===== config.mk =====
export PLATFORM = sky130hd
export DESIGN_NAME = edge_stream_packer
export DESIGN_NICKNAME = d
export VERILOG_FILES = /design/src/rtl/edge_stream_pkg.sv /design/src/rtl/raster_pos_counter.sv /design/src/rtl/edge_stream_packer.sv
export SDC_FILE = /design/constraint.sdc
export NUM_CORES = 1
export LEC_CHECK = 0
export ABC_AREA = 1
export BUFFER_PORTS_ARGS = -buffer_cell sky130_fd_sc_hd__clkbuf_2
export CAP_MARGIN = 25
export CORE_MARGIN = 4
export CORE_UTILIZATION = 25
export DETAILED_ROUTE_END_ITERATION = 8
export GPL_TIMING_DRIVEN = 1
export PLACE_DENSITY = 0.41
export SLEW_MARGIN = 0
export SYNTH_ARGS = -nofsm -noshare
export SYNTH_HDL_FRONTEND = slang
export SYNTH_SLANG_ARGS = --single-unit

===== constraint.sdc =====
create_clock -name clk -period 2.6 [get_ports clk]
set_input_delay 0.13 -clock clk [delete_from_list [all_inputs] [get_ports clk]]
set_output_delay 0.13 -clock clk [all_outputs]
set_load 0.02 [all_outputs]

===== src/rtl/edge_stream_pkg.sv =====
// Shared types for the edge-stream packing path: pixel type, per-word framing
// flags, output FSM encoding and the binarize rule applied at pop time.
package edge_stream_pkg;

  localparam int PIXEL_W      = 8;
  localparam int PACK_DEFAULT = 4;

  typedef logic [PIXEL_W-1:0] pixel_t;

  typedef struct packed {
    logic sof;
    logic eol;
    logic eof;
  } word_flags_t;

  typedef enum logic {
    OUT_EMPTY = 1'b0,
    OUT_FULL  = 1'b1
  } out_state_e;

  // Unsigned threshold: at or above the threshold saturates to all-ones.
  function automatic pixel_t binarize(pixel_t p, pixel_t th, logic en);
    if (!en) return p;
    return (p >= th) ? {PIXEL_W{1'b1}} : {PIXEL_W{1'b0}};
  endfunction

endpackage


===== src/rtl/raster_pos_counter.sv =====
// Raster column/row position tracker; advances one pixel per pulse and wraps
// at the end of each row and frame.
module raster_pos_counter #(
  parameter int WIDTH  = 720,
  parameter int HEIGHT = 540,
  localparam int COL_W = (WIDTH > 1) ? $clog2(WIDTH) : 1,
  localparam int ROW_W = (HEIGHT > 1) ? $clog2(HEIGHT) : 1
) (
  input  logic             clk,
  input  logic             rst,
  input  logic             advance,
  output logic [COL_W-1:0] col,
  output logic [ROW_W-1:0] row,
  output logic             is_first,
  output logic             is_last_col,
  output logic             is_last_row
);

  localparam logic [COL_W-1:0] LAST_COL = COL_W'(WIDTH - 1);
  localparam logic [ROW_W-1:0] LAST_ROW = ROW_W'(HEIGHT - 1);

  assign is_first    = (col == '0) && (row == '0);
  assign is_last_col = (col == LAST_COL);
  assign is_last_row = (row == LAST_ROW);

  always_ff @(posedge clk or negedge rst) begin
    if (!rst) begin
      col <= '0;
      row <= '0;
    end else if (advance) begin
      if (is_last_col) begin
        col <= '0;
        row <= is_last_row ? '0 : row + 1'b1;
      end else begin
        col <= col + 1'b1;
      end
    end
  end

endmodule


===== src/rtl/edge_stream_packer.sv =====
// Drains single-pixel results from a show-ahead FIFO, optionally binarizes
// them, and packs PACK pixels per word onto a valid/ready port with raster flags.
module edge_stream_packer
  import edge_stream_pkg::*;
#(
  parameter int DATA_WIDTH   = 8,
  parameter int IMAGE_WIDTH  = 720,
  parameter int IMAGE_HEIGHT = 540,
  parameter int PACK         = PACK_DEFAULT,
  localparam int COL_W = (IMAGE_WIDTH > 1) ? $clog2(IMAGE_WIDTH) : 1,
  localparam int ROW_W = (IMAGE_HEIGHT > 1) ? $clog2(IMAGE_HEIGHT) : 1
) (
  input  logic                       clk,
  input  logic                       rst,
  input  logic                       in_empty,
  input  logic [DATA_WIDTH-1:0]      in_dout,
  output logic                       in_rd_en,
  input  logic                       bin_en,
  input  logic [DATA_WIDTH-1:0]      threshold,
  output logic                       out_valid,
  input  logic                       out_ready,
  output logic [DATA_WIDTH*PACK-1:0] out_data,
  output logic                       out_sof,
  output logic                       out_eol,
  output logic                       out_eof,
  output logic                       frame_done,
  output out_state_e                 dbg_state,
  output logic [COL_W-1:0]           dbg_col,
  output logic [ROW_W-1:0]           dbg_row
);

  localparam int LANE_W = (PACK > 1) ? $clog2(PACK) : 1;
  localparam logic [LANE_W-1:0] LAST_LANE = LANE_W'(PACK - 1);

  generate
    if (IMAGE_WIDTH % PACK != 0) begin : g_bad_width
      $error("IMAGE_WIDTH must be a multiple of PACK");
    end
    if (PACK < 2) begin : g_bad_pack
      $error("PACK must be at least 2");
    end
  endgenerate

  // Handshakes: a FIFO pop happens on any edge where in_rd_en=1 (in_dout is the
  // popped pixel); a word transfers on any edge where out_valid && out_ready.
  // out_valid never drops and out_data/flags never change until the transfer.
  logic                  pop, accept, complete, stall;
  logic [LANE_W-1:0]     lane_idx_q;
  logic [DATA_WIDTH-1:0] lane_q [PACK-1];
  logic [DATA_WIDTH-1:0] pix_in;
  logic                  sof_pend_q;
  logic                  pos_first, pos_last_col, pos_last_row;
  logic [DATA_WIDTH*PACK-1:0] word_next;
  word_flags_t           flags_next, out_flags_q;
  out_state_e            state_q, state_d;

  assign stall    = out_valid && !out_ready && (lane_idx_q == LAST_LANE);
  assign in_rd_en = !in_empty && !stall && rst;
  assign pop      = in_rd_en;
  assign accept   = out_valid && out_ready;
  assign complete = pop && (lane_idx_q == LAST_LANE);

  generate
    if (DATA_WIDTH == PIXEL_W) begin : g_pkg_bin
      assign pix_in = binarize(in_dout, threshold, bin_en);
    end else begin : g_wide_bin
      assign pix_in = !bin_en ? in_dout :
                      (in_dout >= threshold) ? {DATA_WIDTH{1'b1}} : {DATA_WIDTH{1'b0}};
    end
  endgenerate

  raster_pos_counter #(
    .WIDTH  (IMAGE_WIDTH),
    .HEIGHT (IMAGE_HEIGHT)
  ) u_pos (
    .clk         (clk),
    .rst         (rst),
    .advance     (pop),
    .col         (dbg_col),
    .row         (dbg_row),
    .is_first    (pos_first),
    .is_last_col (pos_last_col),
    .is_last_row (pos_last_row)
  );

  // The last lane never sits in the pack register; it goes straight into the word.
  always_comb begin
    word_next = '0;
    for (int i = 0; i < PACK - 1; i++) begin
      word_next[i*DATA_WIDTH +: DATA_WIDTH] = lane_q[i];
    end
    word_next[(PACK-1)*DATA_WIDTH +: DATA_WIDTH] = pix_in;
    flags_next.sof = sof_pend_q;
    flags_next.eol = pos_last_col;
    flags_next.eof = pos_last_col && pos_last_row;
  end

  always_ff @(posedge clk or negedge rst) begin
    if (!rst) begin
      lane_idx_q <= '0;
      sof_pend_q <= 1'b0;
      for (int i = 0; i < PACK - 1; i++) lane_q[i] <= '0;
    end else if (pop) begin
      lane_idx_q <= (lane_idx_q == LAST_LANE) ? '0 : lane_idx_q + 1'b1;
      for (int i = 0; i < PACK - 1; i++) begin
        if (lane_idx_q == LANE_W'(i)) lane_q[i] <= pix_in;
      end
      if (lane_idx_q == '0) sof_pend_q <= pos_first;
    end
  end

  always_ff @(posedge clk or negedge rst) begin
    if (!rst) state_q <= OUT_EMPTY;
    else      state_q <= state_d;
  end

  always_comb begin
    state_d = state_q;
    case (state_q)
      OUT_EMPTY: if (complete) state_d = OUT_FULL;
      OUT_FULL:  if (accept && !complete) state_d = OUT_EMPTY;
      default:   state_d = OUT_EMPTY;
    endcase
  end

  assign out_valid = (state_q == OUT_FULL);
  assign dbg_state = state_q;

  // A completion while FULL implies the old word is being accepted this edge.
  always_ff @(posedge clk or negedge rst) begin
    if (!rst) begin
      out_data    <= '0;
      out_flags_q <= '0;
      frame_done  <= 1'b0;
    end else begin
      if (complete) begin
        out_data    <= word_next;
        out_flags_q <= flags_next;
      end
      frame_done <= accept && out_flags_q.eof;
    end
  end

  assign out_sof = out_flags_q.sof;
  assign out_eol = out_flags_q.eol;
  assign out_eof = out_flags_q.eof;

endmodule


==> results_dict.tcl <==
set metrics [dict create \
    yosysSeqAreaShare_pct 52.1 \
    wire_per_inst_um 12.8 \
    slew_viol_final 0 \
    synth_xor_area_share_pct 1.30 \
    synthArstFlopShare_pct 100 \
    setup_violations 0 \
    synth_top_area_share_pct 52.1 \
    clockBufferDepth 2 \
    hpwl_mm 7.40 \
    crit_required_ns 2.83 \
    io_pins 80 \
    clkLatencyLatePin_ns 0.34 \
    synth_adder_area_share_pct 4.97 \
    cp-end-kind "register" \
    drt_iter0_drc 180 \
    core_area_sq_um 15800 \
    critPathKind "in2reg" \
    syn-num-nets 530 \
    ys_ff_latch 84 \
    synth_top_family_by_area "simple AND/OR/NAND/NOR gates" \
    yosys_warnings 0 \
    p_leak_nw 2.74 \
    cts_resized 0 \
    wirelength_mm 10.2 \
    critPathArrivalTime_ns 2.07 \
    numCtsBuffers 9 \
    min_period_ns 1.84 \
    period_share_pct 70.7 \
    tns_ns 0 \
    path_max_fanout 22 \
    num_antenna_cells 0 \
    rows 46 \
    outcome "finished clean" \
    muxShareOfSynthArea_pct 0 \
    min_path_type "in2reg" \
    synth-simple-area-share_pct 31.8 \
    syn_avg_cell_area_sq_um 8.18 \
    htree_levels 3 \
    vias_per_cell 4.16 \
    place_inst 780 \
    final_util_pct 31.4 \
    synth-compound-area-share_pct 3.57 \
    peakVddDrop_mv 0.328 \
    drtPass1Iterations 4 \
    max_slew_margin_pct 44.1 \
    fillerInstances 1712 \
    syn_inst 493 \
    grt_overflow 0 \
    die_x_um 135 \
    skew_ns 0.00618 \
    hold_viol 0 \
    dieHeight_um 135 \
    critPathSlowestCell "dlygate4sd3_1" \
    max_freq_mhz 544 \
    grt_pass1_wl_mm 17.1 \
    final_cells 798 \
    cts_num_sinks 84 \
    ff2ff_setup_slack_ns 0.85 \
    clockRootBuffer "clkbuf_16" \
    clk_pin_slew_ns 0.07 \
    area_growth_pct 23.3 \
    layout-drive-gt1-share_pct 20.8 \
    final_nets 614 \
    cellPowerDensity_nw_per_um2 996 \
    dieArea_sq_um 18200 \
    antenna_left 0 \
    grt_setup_unrepaired "no" \
    yosysTopAreaCell "dfrtp_1" \
    worst_slew_pin_slew_ns 0.838 \
    first_global_vias 3373 \
    postCtsSetupBuffers 0 \
    grt_max_degree 67 \
    regArea_sq_um 2100 \
    layout_commonest_cell "nand2_1" \
    synth_edf_count 0 \
    total_power_mw 4.95 \
    critPathBufInv 5 \
    portBuffers 79 \
    synth_ff_type "dfrtp_1" \
    critPathTopFamily "buffers and inverters" \
    cts_tree "done" \
    synth_area_sq_um 4030 \
    initial_core_util_pct 25.5 \
    drc 0 \
    cp_cell_sequence "dlygate4sd3_1 > buf_4 > inv_1 > nor2_2 > nand2_1 > nand2_4 > inv_2 > nor2_8 > inv_1 > nand2_1 > o21ai_1" \
    start_kind "input pin" \
    track_usage_pct 11.9 \
    antenna_found_initial 0 \
    multi_input_area_sq_um 1680 \
    synth.distinct_cells 29 \
    vias 3322 \
    yosys-top-cells-area "dfrtp_1 (52%), nand2_1 (22%), ha_1 (5.0%)" \
    layout_common_cells "nand2_1 (239), dfrtp_1 (84), clkbuf_2 (78)" \
    cpPeakStageDelay_ns 0.53 \
    cap_violations 0 \
    gp_congestion 0.766 \
]
cells in the mapped netlist, types with 3 or more instances:
| library cell | instances |
|---|---|
| o21ai_0 | 8 |
| nand3_1 | 10 |
| nor3_1 | 11 |
| ha_1 | 16 |
| dfrtp_1 | 84 |
| nand2_1 | 239 |
| a21oi_1 | 4 |
| nor2_1 | 16 |
| nand4_1 | 12 |
| o21ai_1 | 8 |
| buf_2 | 7 |
| xor2_1 | 5 |
| inv_1 | 43 |
| nor2_4 | 3 |
| inv_2 | 6 |
| nand2_2 | 4 |
routing by layer:
layer / global-route usage [%] / vias up / routed length [um]
met4: 5.21 / 0 / 171
li1: - / 1706 / -
met3: 1.86 / 11 / 419
met5: 0 / - / 0
met1: 15.5 / 1553 / 4810
met2: 19.6 / 52 / 4850
through the flow:
| stage | hold WS [ns] | worst slack [ns] | area [sq um] |
|---|---|---|---|
| floorplan | -0.166 | 1.06 | 4030 |
| global placement | 0.0235 | 0.860 | 4650 |
| detailed placement | 0.0255 | 0.838 | 4650 |
| CTS | 0.185 | 0.730 | 4970 |
| global route | 0.215 | 0.513 | 4970 |
| finish | 0.189 | 0.763 | 4970 |
worst reg2reg max path, delay by kind of cell, from the launching register on:
family | cells | cell delay [ns]
buffers and inverters | 3 | 0.30
adders and majority gates | 1 | 0.23
and+or+nand+nor | 4 | 0.65
DFF | 1 | 0.41
AOI/OAI and AO/OA | 1 | 0.05
area by class of cell:
class	instances	share of cell area [%]
sequential	84	42.3
timing repair buffer	83	8.71
multi-input combinational	350	33.8
clock buffer	9	4.53
inverter	49	3.70
tap	216	5.44
clock inverter	7	1.54
timing repair:
item	CTS	global route
hold buffers	2	0
setup endpoints to repair	0	0
endpoints found under the hold margin	19	0
cells by family (layout without fill, tap and decap cells):
| family | after synthesis | count (layout) |
|---|---|---|
| xor+xnor | 6 | 6 |
| buf+inv | 59 | 148 |
| compound gates | 25 | 25 |
| flops | 84 | 84 |
| fa+ha+maj | 16 | 16 |
| simple gates | 303 | 303 |
registers in the layout, indices dropped and copies added (netlist names):
name,count
lane_q,24
lane_idx_q,2
out_eof,1
u_pos.col,10
out_eol,1
sof_pend_q,1
out_data,32
out_sof,1
frame_done,1
dbg_state,1
u_pos.row,10
worst paths after layout:
path                                    start       endpoint  cells past startpoint
worst max-delay path                      rst   u_pos.row[6]                     11
worst min-delay path                 in_empty  lane_idx_q[0]                      4
worst max register to register  lane_idx_q[0]   u_pos.row[6]                      9
worst min register to register    out_data[9]    out_data[9]                      2
max in group asynchronous                 rst   u_pos.col[4]                      3
min in group asynchronous                 rst    out_data[8]                      2
report_power, final:
group	internal, mW	total (mW)	switching (mW)	leakage (nW)
sequential	1.78	2.12	0.332	1.06
combinational	0.505	1.55	1.05	1.54
clock	0.749	1.29	0.537	0.142
(Power assumes the default switching activity.)
